==> src/rtl/dmem_arb_pkg.sv <==
// Shared types and constants for the data-memory arbiter.
package dmem_arb_pkg;

    localparam int ADDR_W_DEF  = 64;
    localparam int DATA_W_DEF  = 64;
    localparam int MEM_LAT_DEF = 1;

    localparam logic PORT_CPU = 1'b0;
    localparam logic PORT_DBG = 1'b1;

    typedef enum logic [1:0] {
        IDLE   = 2'd0,
        ACCESS = 2'd1,
        WAIT   = 2'd2,
        RESP   = 2'd3
    } arb_state_t;

endpackage

==> src/rtl/rr_pick2.sv <==
// Two-way round-robin winner select with a debug priority lock.
module rr_pick2
    import dmem_arb_pkg::*;
(
    input  logic [1:0] req,
    input  logic       last,
    input  logic       lock,
    output logic       win,
    output logic       any
);

    // Lock holds debug priority and keeps the CPU waiting; otherwise
    // a tie goes to the port that was not granted last.
    always_comb begin
        win = PORT_CPU;
        any = 1'b0;
        if (lock && (last == PORT_DBG)) begin
            win = PORT_DBG;
            any = req[PORT_DBG];
        end else if (req[PORT_CPU] && req[PORT_DBG]) begin
            win = ~last;
            any = 1'b1;
        end else if (req[PORT_DBG]) begin
            win = PORT_DBG;
            any = 1'b1;
        end else if (req[PORT_CPU]) begin
            win = PORT_CPU;
            any = 1'b1;
        end
    end

endmodule

==> src/rtl/dmem_arbiter.sv <==
// Shares one data memory between the CPU load/store port and the debug port.
//
// state  | meaning
// IDLE   | sample requests, pick a winner, latch its payload
// ACCESS | memory strobe and grant for one cycle
// WAIT   | read latency countdown, address and read strobe held
// RESP   | read data valid pulse to the winner
module dmem_arbiter
    import dmem_arb_pkg::*;
#(
    parameter int ADDR_W  = ADDR_W_DEF,
    parameter int DATA_W  = DATA_W_DEF,
    parameter int MEM_LAT = MEM_LAT_DEF
) (
    input  logic              CLK,
    input  logic              resetl,
    input  logic              c_req,
    input  logic              c_we,
    input  logic [ADDR_W-1:0] c_addr,
    input  logic [DATA_W-1:0] c_wdata,
    output logic              c_gnt,
    output logic              c_rvalid,
    output logic [DATA_W-1:0] c_rdata,
    input  logic              d_req,
    input  logic              d_we,
    input  logic [ADDR_W-1:0] d_addr,
    input  logic [DATA_W-1:0] d_wdata,
    output logic              d_gnt,
    output logic              d_rvalid,
    output logic [DATA_W-1:0] d_rdata,
    input  logic              d_lock,
    output logic [ADDR_W-1:0] mem_addr,
    output logic [DATA_W-1:0] mem_wdata,
    output logic              mem_read,
    output logic              mem_write,
    input  logic [DATA_W-1:0] mem_rdata,
    output logic              busy
);

    // Countdown load value; only used when MEM_LAT > 0.
    localparam logic [1:0] LAT_LOAD = 2'(MEM_LAT - 1);

    arb_state_t state;
    logic [1:0] lat_cnt;
    logic       owner;
    logic       last;
    logic       win;
    logic       any;
    logic       rsp_now;

    rr_pick2 u_pick (
        .req  ({d_req, c_req}),
        .last (last),
        .lock (d_lock),
        .win  (win),
        .any  (any)
    );

    // Read data is captured on the edge that ends the latency window.
    assign rsp_now = ((state == ACCESS) && mem_read && (MEM_LAT == 0)) ||
                     ((state == WAIT) && (lat_cnt == 2'd0));

    // Arbitration FSM with registered memory controls and handshake pulses.
    always_ff @(posedge CLK or negedge resetl) begin
        if (!resetl) begin
            state     <= IDLE;
            lat_cnt   <= 2'd0;
            owner     <= PORT_CPU;
            last      <= PORT_DBG;
            mem_addr  <= '0;
            mem_wdata <= '0;
            mem_read  <= 1'b0;
            mem_write <= 1'b0;
            c_gnt     <= 1'b0;
            d_gnt     <= 1'b0;
            c_rvalid  <= 1'b0;
            d_rvalid  <= 1'b0;
            busy      <= 1'b0;
        end else begin
            c_gnt    <= 1'b0;
            d_gnt    <= 1'b0;
            c_rvalid <= 1'b0;
            d_rvalid <= 1'b0;
            case (state)
                IDLE: begin
                    if (any) begin
                        owner <= win;
                        last  <= win;
                        busy  <= 1'b1;
                        state <= ACCESS;
                        if (win == PORT_DBG) begin
                            mem_addr  <= d_addr;
                            mem_wdata <= d_wdata;
                            mem_write <= d_we;
                            mem_read  <= ~d_we;
                            d_gnt     <= 1'b1;
                        end else begin
                            mem_addr  <= c_addr;
                            mem_wdata <= c_wdata;
                            mem_write <= c_we;
                            mem_read  <= ~c_we;
                            c_gnt     <= 1'b1;
                        end
                    end
                end
                ACCESS: begin
                    mem_write <= 1'b0;
                    if (mem_write) begin
                        busy  <= 1'b0;
                        state <= IDLE;
                    end else if (MEM_LAT > 0) begin
                        lat_cnt <= LAT_LOAD;
                        state   <= WAIT;
                    end else begin
                        mem_read <= 1'b0;
                        c_rvalid <= (owner == PORT_CPU);
                        d_rvalid <= (owner == PORT_DBG);
                        state    <= RESP;
                    end
                end
                WAIT: begin
                    if (lat_cnt == 2'd0) begin
                        mem_read <= 1'b0;
                        c_rvalid <= (owner == PORT_CPU);
                        d_rvalid <= (owner == PORT_DBG);
                        state    <= RESP;
                    end else begin
                        lat_cnt <= lat_cnt - 2'd1;
                    end
                end
                RESP: begin
                    busy  <= 1'b0;
                    state <= IDLE;
                end
                default: state <= IDLE;
            endcase
        end
    end

    // Only the winner's read data register is ever written.
    always_ff @(posedge CLK or negedge resetl) begin
        if (!resetl) begin
            c_rdata <= '0;
            d_rdata <= '0;
        end else if (rsp_now) begin
            if (owner == PORT_DBG) d_rdata <= mem_rdata;
            else                   c_rdata <= mem_rdata;
        end
    end

endmodule

==> config.mk <==
export PLATFORM = sky130hd
export DESIGN_NAME = dmem_arbiter
export DESIGN_NICKNAME = d
export VERILOG_FILES = /design/src/rtl/dmem_arb_pkg.sv /design/src/rtl/rr_pick2.sv /design/src/rtl/dmem_arbiter.sv
export SDC_FILE = /design/constraint.sdc
export NUM_CORES = 1
export LEC_CHECK = 0
export ABC_CLOCK_PERIOD_IN_PS = 5300
export BUFFER_PORTS_ARGS = -buffer_cell sky130_fd_sc_hd__buf_4
export CORE_AREA = 2 2 231 233
export DETAILED_ROUTE_END_ITERATION = 10
export DIE_AREA = 0 0 233 235
export MAX_ROUTING_LAYER = met4
export SLEW_MARGIN = 15
export SYNTH_ARGS = -nofsm -noshare
export SYNTH_HDL_FRONTEND = slang
export SYNTH_SLANG_ARGS = --single-unit
==> constraint.sdc <==
create_clock -name CLK -period 5.3 [get_ports CLK]
set_clock_uncertainty 0.1 [all_clocks]
set_input_delay 0.53 -clock CLK [delete_from_list [all_inputs] [get_ports CLK]]
set_output_delay 0.53 -clock CLK [all_outputs]
set_load 0.05 [all_outputs]
==> impl_metrics.ini <==
[global_routing]
grt_util_all_layers = 0.147
overflow = 0
antenna_found_initial = 0
grt_max_degree = 139
grt_pass1_wl_um = 61400
grt_pass1_vias = 9987

[timing]
clock.fmax_mhz = 364
period_minus_slack_ns = 2.75
tightestPinTransition_ns = 1.05
grt_setup_unrepaired = no
finalCritPeriodShare = 0.519
setup_viol = 0
drv_slew = 0
hold_violations = 0
relSlewSlack = 0.297
fin_setup_tns_ns = 0

[clocking]
h-tree-depth = 1
cts_tree = built
post_cts_buffers = 0
cts_sinks = 269
clk_pin_slew_ns = 0.06
clk_path_buf_depth = 3
numCtsBuffers = 31
root_buffer = clkbuf_16
cts.repair.resized = 0
clk_latency_ns = 0.57

[worst_setup_path]
r2r_start = last
r2r_end = mem_wdata[43]
critPathRequiredTime_ns = 5.65
path_max_fanout = 67
reg2reg_depth = 4
path_class = reg -> reg
cp-start-kind = register
end_kind = register
arrival_ns = 3.10
reg2reg_setup_slack_ns = 2.55
startpoint = last

[finish]
fin_util = 0.331
layout-drive-gt1-share = 0.577
finalNonFillerCells = 2037
num_antenna_cells = 0
final_nets = 1655
fin_area_um2 = 17300
nFillCells = 5211
area_delta_synth_final_pct = 53.7

[yosys]
yosys_most_used_dff = dfrtp_1
synth_seq_cells = 269
yosysMostFrequentCell = dfrtp_1
synth_top_cell_by_area = dfrtp_1
yosys-top-cells-count = dfrtp_1, a221o_1, nor4b_1, mux2_2, clkbuf_1
syn-mean-instance-area_um2 = 14.4
async_flop_share = 1.00
synthCells = 782
synth_nets = 1110
yosysTopAreaCellShare = 0.597
synth.cell_area_um2 = 11200
ys_types = 27
ys_seq_area_frac = 0.599
synth_edf_count = 0
yosys_warnings = 0
synthTopCellsByArea = dfrtp_1, mux2_2, a221o_1, nor4b_1, clkbuf_1

[min_path]
whs_path_depth = 2
min_path_type = in -> reg
worstHoldStart = d_we
hold_path_end = mem_read

[drt]
ant_nets = 0
drc_errors = 0
num_vias = 9476
via_per_inst = 4.65
dr.pass1.iters = 5
routed.top_layer = met4
wirelength_um = 41600
wl_met2_um = 21000
drt-met1-wl_um = 16100
drtIter0Drc = 497
wl_met3_um = 3530
detail_route.wl_per_cell_um = 20.4

[power_and_ir_drop]
power_leakage_nw = 7.83
fin_total_pwr_mw = 13.6
p_per_area_nw_per_um2 = 787
ir_worst_vdd_v = 0.000430

[placed_design]
dpl.hpwl_um = 29200
dpl.cell_count = 1981
placed_cell_area_um2 = 16300
gp_congestion = 0.850
io_buffers = 589

[job]
maxCapViolations = 0

[status]
status = completed

[die]
core.rowCount = 84
start_util = 0.215
die_x_um = 233
num_io_pins = 590
die-area_um2 = 54800
die_h_um = 235
core_area_um2 = 52200
[power breakdown]
group | total [mW] | internal (mW) | switching (mW) | leakage [nW]
clock network | 2.03 | 1.18 | 0.852 | 0.463
logic | 7.83 | 2.57 | 5.26 | 4.11
registers | 3.73 | 3.09 | 0.645 | 3.26
total | 13.6 | 6.84 | 6.76 | 7.83
[cell type report]
| class | count | area [µm²] | area share |
|---|---|---|---|
| clock buffers | 46 | 872 | 0.0505 |
| flip-flops and latches | 269 | 6730 | 0.390 |
| multi-input cells | 417 | 4120 | 0.239 |
| clock inverters | 9 | 86.3 | 0.00500 |
| well taps | 688 | 861 | 0.0499 |
| inverters | 8 | 30.0 | 0.00174 |
| repair buffers | 600 | 4560 | 0.264 |
[worst max path at each step]
stage                          endpoint  slack (ns)
final                     mem_wdata[43]        2.55
after global routing      mem_wdata[58]        2.40
after CTS                 mem_wdata[58]        2.49
after detailed placement  mem_wdata[35]        2.45
after global placement     mem_addr[41]        2.48
after floorplan             c_rdata[14]        3.36
[layout by cell type, fill, tap and decap left out, drive strengths merged, types with 2 or more instances in the layout]
cell type  count
a21oi          2
a221o        129
nor3           3
inv            9
clkinv         5
buf          599
nor2           4
nor4b        129
nand2          2
clkinvlp       2
o21ai          3
clkbuf        46
a221oi         3
nor2b          4
mux2         128
a21o           2
dfrtp        268
[cell families (layout without fill, tap and decap cells)]
kind of cell / after synthesis / in the layout / share of synthesized area
simple gates: 145 / 145 / 0.108
buf+inv: 96 / 663 / 0.0389
mux: 128 / 128 / 0.128
flops: 269 / 269 / 0.599
compound gates: 143 / 143 / 0.124
fa+ha+maj: 1 / 1 / 0.00111
[metal layers]
| metal | up-vias | track usage |
|---|---|---|
| met1 | 4749 | 0.173 |
| met2 | 457 | 0.248 |
| met3 | 66 | 0.0369 |
| met5 | - | - |
| li1 | 4204 | - |
| met4 | 0 | 0.0419 |
[worst max-delay path: stages, from the launching register on]
cell     delay, ns
dfstp_2       0.63
a21bo_4       0.61
buf_4         0.74
nor4b_1       0.17
a221o_1       0.30
[sequential cells by signal, summed over array words and instances (netlist names), 2 cells and up, named ones only]
register	flops
c_rdata	64
d_rdata	64
lat_cnt	2
mem_addr	64
mem_wdata	64
[metrics by stage]
stage | setup WS [ns] | hold slack [ns]
6_report | 2.55 | 0.0571
5_1_grt | 2.40 | 0.0382
4_1_cts | 2.49 | 0.0189
3_5_place_dp | 2.45 | 0.396
3_3_place_gp | 2.48 | 0.384
2_1_floorplan | 3.36 | 0.134
[timing repair]
| item | 4_1_cts | 5_1_grt |
|---|---|---|
| endpoints found under the hold margin | 74 | 0 |
| hold buffers | 1 | 0 |
| setup endpoints to repair | 0 | 0 |
Note: power is estimated with default switching activity, not from simulation.
